$ cat src/rtl/sram_dp_arb.sv
// rtl/sram_dp_arb.sv - dual-port SRAM arbiter with power-on clear and collision priority
// Clears the SRAM after reset, then arbitrates two requesters onto the two memory ports.
module sram_dp_arb #(
   parameter int depth = 256,
   parameter int width = 16,
   localparam int AW = $clog2(depth)
) (
   input  logic             clk,
   input  logic             rst_n,
   input  logic             req_A,
   input  logic             req_B,
   input  logic             wr_A,
   input  logic             wr_B,
   input  logic [AW-1:0]    add_A,
   input  logic [AW-1:0]    add_B,
   input  logic [width-1:0] data_inA,
   input  logic [width-1:0] data_inB,
   output logic             gnt_A,
   output logic             gnt_B,
   output logic             rvalid_A,
   output logic             rvalid_B,
   output logic [width-1:0] data_outA,
   output logic [width-1:0] data_outB,
   output logic             mem_cs,
   output logic             mem_we_A,
   output logic             mem_re_A,
   output logic             mem_we_B,
   output logic             mem_re_B,
   output logic [AW-1:0]    mem_add_A,
   output logic [AW-1:0]    mem_add_B,
   output logic [width-1:0] mem_din_A,
   output logic [width-1:0] mem_din_B,
   input  logic [width-1:0] mem_dout_A,
   input  logic [width-1:0] mem_dout_B,
   output logic             init_done,
   output logic [7:0]       coll_cnt
);

   typedef enum logic {ST_INIT, ST_RUN} state_t;

   state_t           state_q, state_d;
   logic [AW-1:0]    init_addr_q, init_addr_d;
   logic             init_done_q, init_done_d;
   logic             prio_b_q, prio_b_d;
   logic [7:0]       coll_cnt_q, coll_cnt_d;
   logic             mem_cs_q, mem_cs_d;
   logic             mem_we_a_q, mem_we_a_d;
   logic             mem_re_a_q, mem_re_a_d;
   logic             mem_we_b_q, mem_we_b_d;
   logic             mem_re_b_q, mem_re_b_d;
   logic [AW-1:0]    mem_add_a_q, mem_add_a_d;
   logic [AW-1:0]    mem_add_b_q, mem_add_b_d;
   logic [width-1:0] mem_din_a_q, mem_din_a_d;
   logic [width-1:0] mem_din_b_q, mem_din_b_d;
   logic             rd_pipe_a_q, rd_pipe_a_d;
   logic             rd_pipe_b_q, rd_pipe_b_d;
   logic             rvalid_a_q, rvalid_a_d;
   logic             rvalid_b_q, rvalid_b_d;
   logic [width-1:0] data_out_a_q, data_out_a_d;
   logic [width-1:0] data_out_b_q, data_out_b_d;

   logic run;
   logic coll;
   logic gnt_a;
   logic gnt_b;

   // Same-address reads never conflict; any write to a shared address does.
   assign run   = (state_q == ST_RUN);
   assign coll  = req_A & req_B & (add_A == add_B) & (wr_A | wr_B);
   assign gnt_a = run & req_A & (~coll | ~prio_b_q);
   assign gnt_b = run & req_B & (~coll | prio_b_q);

   always_comb begin
      state_d      = state_q;
      init_addr_d  = init_addr_q;
      init_done_d  = init_done_q;
      prio_b_d     = prio_b_q;
      coll_cnt_d   = coll_cnt_q;
      mem_cs_d     = 1'b0;
      mem_we_a_d   = 1'b0;
      mem_re_a_d   = 1'b0;
      mem_we_b_d   = 1'b0;
      mem_re_b_d   = 1'b0;
      mem_add_a_d  = mem_add_a_q;
      mem_add_b_d  = mem_add_b_q;
      mem_din_a_d  = mem_din_a_q;
      mem_din_b_d  = mem_din_b_q;
      // Read data is registered in the SRAM, so it lands two edges after issue.
      rd_pipe_a_d  = mem_re_a_q;
      rd_pipe_b_d  = mem_re_b_q;
      rvalid_a_d   = rd_pipe_a_q;
      rvalid_b_d   = rd_pipe_b_q;
      data_out_a_d = rd_pipe_a_q ? mem_dout_A : data_out_a_q;
      data_out_b_d = rd_pipe_b_q ? mem_dout_B : data_out_b_q;

      case (state_q)
         ST_INIT: begin
            mem_cs_d    = 1'b1;
            mem_we_a_d  = 1'b1;
            mem_we_b_d  = 1'b1;
            mem_add_a_d = init_addr_q;
            mem_add_b_d = init_addr_q | AW'(1);
            mem_din_a_d = '0;
            mem_din_b_d = '0;
            if (init_addr_q == AW'(depth - 2)) begin
               state_d = ST_RUN;
            end else begin
               init_addr_d = init_addr_q + AW'(2);
            end
         end
         ST_RUN: begin
            init_done_d = 1'b1;
            if (gnt_a) begin
               mem_cs_d    = 1'b1;
               mem_we_a_d  = wr_A;
               mem_re_a_d  = ~wr_A;
               mem_add_a_d = add_A;
               mem_din_a_d = data_inA;
            end
            if (gnt_b) begin
               mem_cs_d    = 1'b1;
               mem_we_b_d  = wr_B;
               mem_re_b_d  = ~wr_B;
               mem_add_b_d = add_B;
               mem_din_b_d = data_inB;
            end
            // Priority passes to the loser so a persistent collision alternates.
            if (coll) begin
               prio_b_d = ~prio_b_q;
               if (coll_cnt_q != 8'hFF) begin
                  coll_cnt_d = coll_cnt_q + 8'd1;
               end
            end
         end
         default: begin
            state_d = ST_INIT;
         end
      endcase
   end

   always_ff @(posedge clk) begin
      if (!rst_n) begin
         state_q      <= ST_INIT;
         init_addr_q  <= '0;
         init_done_q  <= 1'b0;
         prio_b_q     <= 1'b0;
         coll_cnt_q   <= '0;
         mem_cs_q     <= 1'b0;
         mem_we_a_q   <= 1'b0;
         mem_re_a_q   <= 1'b0;
         mem_we_b_q   <= 1'b0;
         mem_re_b_q   <= 1'b0;
         mem_add_a_q  <= '0;
         mem_add_b_q  <= '0;
         mem_din_a_q  <= '0;
         mem_din_b_q  <= '0;
         rd_pipe_a_q  <= 1'b0;
         rd_pipe_b_q  <= 1'b0;
         rvalid_a_q   <= 1'b0;
         rvalid_b_q   <= 1'b0;
         data_out_a_q <= '0;
         data_out_b_q <= '0;
      end else begin
         state_q      <= state_d;
         init_addr_q  <= init_addr_d;
         init_done_q  <= init_done_d;
         prio_b_q     <= prio_b_d;
         coll_cnt_q   <= coll_cnt_d;
         mem_cs_q     <= mem_cs_d;
         mem_we_a_q   <= mem_we_a_d;
         mem_re_a_q   <= mem_re_a_d;
         mem_we_b_q   <= mem_we_b_d;
         mem_re_b_q   <= mem_re_b_d;
         mem_add_a_q  <= mem_add_a_d;
         mem_add_b_q  <= mem_add_b_d;
         mem_din_a_q  <= mem_din_a_d;
         mem_din_b_q  <= mem_din_b_d;
         rd_pipe_a_q  <= rd_pipe_a_d;
         rd_pipe_b_q  <= rd_pipe_b_d;
         rvalid_a_q   <= rvalid_a_d;
         rvalid_b_q   <= rvalid_b_d;
         data_out_a_q <= data_out_a_d;
         data_out_b_q <= data_out_b_d;
      end
   end

   assign gnt_A     = gnt_a;
   assign gnt_B     = gnt_b;
   assign rvalid_A  = rvalid_a_q;
   assign rvalid_B  = rvalid_b_q;
   assign data_outA = data_out_a_q;
   assign data_outB = data_out_b_q;
   assign mem_cs    = mem_cs_q;
   assign mem_we_A  = mem_we_a_q;
   assign mem_re_A  = mem_re_a_q;
   assign mem_we_B  = mem_we_b_q;
   assign mem_re_B  = mem_re_b_q;
   assign mem_add_A = mem_add_a_q;
   assign mem_add_B = mem_add_b_q;
   assign mem_din_A = mem_din_a_q;
   assign mem_din_B = mem_din_b_q;
   assign init_done = init_done_q;
   assign coll_cnt  = coll_cnt_q;

endmodule

$ cat config.mk
export PLATFORM = sky130hd
export DESIGN_NAME = sram_dp_arb
export DESIGN_NICKNAME = d
export VERILOG_FILES = /design/src/rtl/sram_dp_arb.sv
export SDC_FILE = /design/constraint.sdc
export NUM_CORES = 1
export LEC_CHECK = 0
export ABC_AREA = 1
export CORE_ASPECT_RATIO = 1.25
export CORE_UTILIZATION = 38
export CTS_CLUSTER_SIZE = 10
export DETAILED_ROUTE_END_ITERATION = 6
export PLACE_DENSITY = 0.76
export SKIP_CTS_REPAIR_TIMING = 1
export SYNTH_ARGS = -nofsm -noshare
export SYNTH_HDL_FRONTEND = slang
export SYNTH_SLANG_ARGS = --single-unit
$ cat constraint.sdc
create_clock -name clk -period 1.8 [get_ports clk]
set_clock_uncertainty 0.05 [all_clocks]
set_input_delay 0.54 -clock clk [delete_from_list [all_inputs] [get_ports clk]]
set_output_delay 0.54 -clock clk [all_outputs]
set_load 0.02 [all_outputs]
==> summary.md <==
| Metric | Value |
|---|---|
| Outcome | `finished, violations left` |
| Failing checks | `negative setup slack` |
| Switching power | `between 0.001 and 0.0015 W` |
| Final Cycle Share | `114%` |
| Hold-critical path depth | `2` |
| Largest net degree at the start of global routing | `53` |
| RSZ-0062 raised after global routing | `yes` |
| Cell accounting for the most synthesized area | `dfxtp_1` |
| Startpoint types | `input port` |
| Worst Setup SP | `add_B[0]` |
| Delay of the slowest critical-path stage | `180 ps` |
| Hold Path Sink | `rd_pipe_a_q` |
| Die width | `96.9 um` |
| Worst Slack Setup Final | `-258 ps` |
| Io pins | `184` |
| Via count | `between 4,000 and 5,000` |
| Share of cells above drive strength 1 | `17.2%` |
| Synth unique cells | `26` |
| FF+latch count, synth | `107` |
| Sinks on the clock net | `107` |
| Gate Count Post-Synth | `545` |
| # H-tree levels | `3` |
| # rows | `42` |
| Reg-to-reg critical path startpoint | `run` |
| Dpl cell area | `0.00632 mm2` |
| Clock Path Buffers | `2` |
| Reg2reg setup slack | `110 ps` |
| HPWL Detailed | `9240 um` |
| Most frequent cells in the layout | `nand2_1 (132), dfxtp_1 (107), dlymetal6s2s_1 (96), nor2_1 (78), clkdlybuf4s50_1 (64)` |
| Switching Share | `22.5%` |
| Vias in the first global route | `approximately 4,100` |
| Drc violations | `0` |
| Max cap viols | `0` |
| Diode count | `0` |
| Yosys top cell area share | `roughly half` |
| Launch point of the worst hold path | `mem_re_A` |
| Syn-to-layout area delta | `62.8%` |
| Flop pwr share | `52.2%` |
| CTS tree | `done` |
| Syn avg cell area | `7.86 um2` |
| Design Area, Final | `about 0.007 mm2` |
| Die area | `0.0117 mm2` |
| Cell family with most CP delay | `simple AND/OR/NAND/NOR gates` |
| Worst R2R Path Depth | `6` |
| Clock Latency Late Sink | `340 ps` |
| Power share of the clock group | `39.5%` |
| Final ANT Viol Nets | `0` |
| Lkg Pwr | `4.39 nW` |
| Fmax | `0.486 GHz` |
| Commonest non-fill, non-tap cell in the layout | `nand2_1` |
| Critical path peak fanout | `3` |
| # nets final | `827` |
| Hold Vio Cnt, Final | `0` |
| Int Power | `~0.0036 W` |
| Num CTS Buffers | `9` |
| Min Tclk post-route | `2060 ps` |
| Seq/Total Area, Yosys | `50.0%` |
| Main area contributors after synthesis | `dfxtp_1 (50%), nand2_1 (12%), nor2_1 (6.9%), o21ai_2 (6.8%), o21ai_0 (5.5%)` |
| Core Box Area | `0.0108 mm2` |
| GRT overflow | `0` |
| Root buffer cell | `clkbuf_16` |
| Worst path slowest cell | `xnor2_2` |
| Endpoints failing setup | `2` |
| Comb pwr share | `8.4%` |
| Most frequent CP cell | `buf_6` |
| Routed length per instance | `14.9 um` |
| CP bufs+invs | `3` |
| Syn nets | `~630` |
| Vias per inst | `4.91` |
| Worst Path Arrival | `about 1500 ps` |
| Worst slew pin tran | `521 ps` |
| Die Span Y | `121 um` |
| PD cells | `659 mW/mm2` |
| Global-route wire length before repair | `20,100 um` |
| Total GRT Usage | `about a fifth` |
| Synthesized cell area | `0.00428 mm2` |
| Required @ worst endpoint | `1210 ps` |
| Worst hold path type | `flop to flop` |
| Max Slew Vio Count | `0` |
| Synth warn | `0` |
| First DRT Iteration DRCs | `around 170` |
| Final Wtd Congestion | `between 0.8 and 0.9` |
| Port bufs | `183` |
| Reg2reg end | `mem_add_B[3]` |
| Drt pass-1 iters | `4` |
| Worst Path Class, Setup | `input port to output port` |
| Antenna violations before repair | `0` |
| Routed wire length | `13,100 um` |
| Slew headroom | `around two thirds` |
| Cell Chain, Critical Path | `buf_6 > xnor2_2 > nand2_2 > nor2_4 > nand3_2 > nand2_4 > inv_4 > buf_6` |
| Initial Utilization | `between 30% and 40%` |
| Endpoint type of the worst setup path | `output port` |
| Peak supply drop | `0.381 mV` |
| Fin util | `64.7%` |
| Clock slew at reported path FFs | `70 ps` |
[worst max path at each step]
stage	to	slack, ps	cells after the start
floorplan	gnt_B	-100	7
global placement	gnt_B	-1030	8
detailed placement	gnt_B	-1050	9
CTS	gnt_B	-1050	9
global route	gnt_A	-300	9
finish	gnt_A	-260	8
[metal layers]
layer | part of all wire (%) | GRT usage [%] | vias up
met2 | 51 | 36.8 | 178
met5 | 0 | 0 | -
met1 | 41 | 25.7 | 1955
li1 | - | - | 2150
met3 | 6.4 | 5.09 | 15
met4 | 1.6 | 8.49 | 0
[logic make-up after synthesis]
family,count (synthesis),synth area share (%)
AND/OR/NAND/NOR,260,25.3
XOR/XNOR,11,2.25
AO/OA/AOI/OAI,110,15.8
buffers and inverters,55,5.99
flip-flops,107,50.0
adder cells (fa/ha/maj),2,0.584
[state kept, by name, summed over array words and instances (netlist names), 7 cells and up]
register,count
data_outA,16
mem_add_A,8
init_addr_q,7
mem_add_B,8
mem_din_B,16
coll_cnt,8
data_outB,16
mem_din_A,16
[layout make-up]
type / count / area, um2
fill: 884 / 3800
timing repair buffer: 210 / 2310
sequential: 107 / 2140
multi-input combinational: 383 / 1970
clock buffer: 11 / 233
tap: 132 / 165
inverter: 28 / 116
clock inverter: 5 / 37.5
[worst min-delay path: stages (launching register included)]
cell and delay [ps]:
dfxtp_1 310, nand2_1 60, inv_1 30
[synthesized netlist by cell type]
cell type and n:
buf_4 1, clkinv_1 1, buf_2 7, nor2_4 2
nand4_1 2, buf_6 5, nor2_1 79, clkbuf_1 14
dfxtp_1 107, xor2_1 3, xnor2_1 8, ha_1 2
nand2_4 3, nor3_1 3, a21oi_1 29, nand2_1 134
nor2_2 3, inv_1 27, nand3_2 1, o21ai_0 47
nand2_2 2, nor3b_1 1, nand3_1 29, o21ai_2 33
nand3b_1 1, o21a_1 1
[through the flow]
stage | hold WS (ps) | std cells | TNS, ps | setup WS (ps) | total power [W]
5_1_grt | 401 | 876 | -604 | -303 | 0.00480
6_report | 380 | 876 | -484 | -258 | 0.00459
2_1_floorplan | 393 | 545 | -97.3 | -97.3 | 0.00255
4_1_cts | 388 | 868 | -23630 | -1050 | 0.00463
3_3_place_gp | 377 | 852 | -33620 | -1030 | 0.00280
3_5_place_dp | 379 | 852 | -36220 | -1050 | 0.00281
[power by group through the flow]
stage	clock (W)	sequential [W]	combinational, W
5_1_grt	0.00200	0.00240	0.000408
6_report	0.00181	0.00239	0.000384
4_1_cts	0.00188	0.00239	0.000359
2_1_floorplan	0	0.00246	0.0000892
3_5_place_dp	0	0.00245	0.000357
3_3_place_gp	0	0.00245	0.000353
Power figures use the tool's default switching activity.
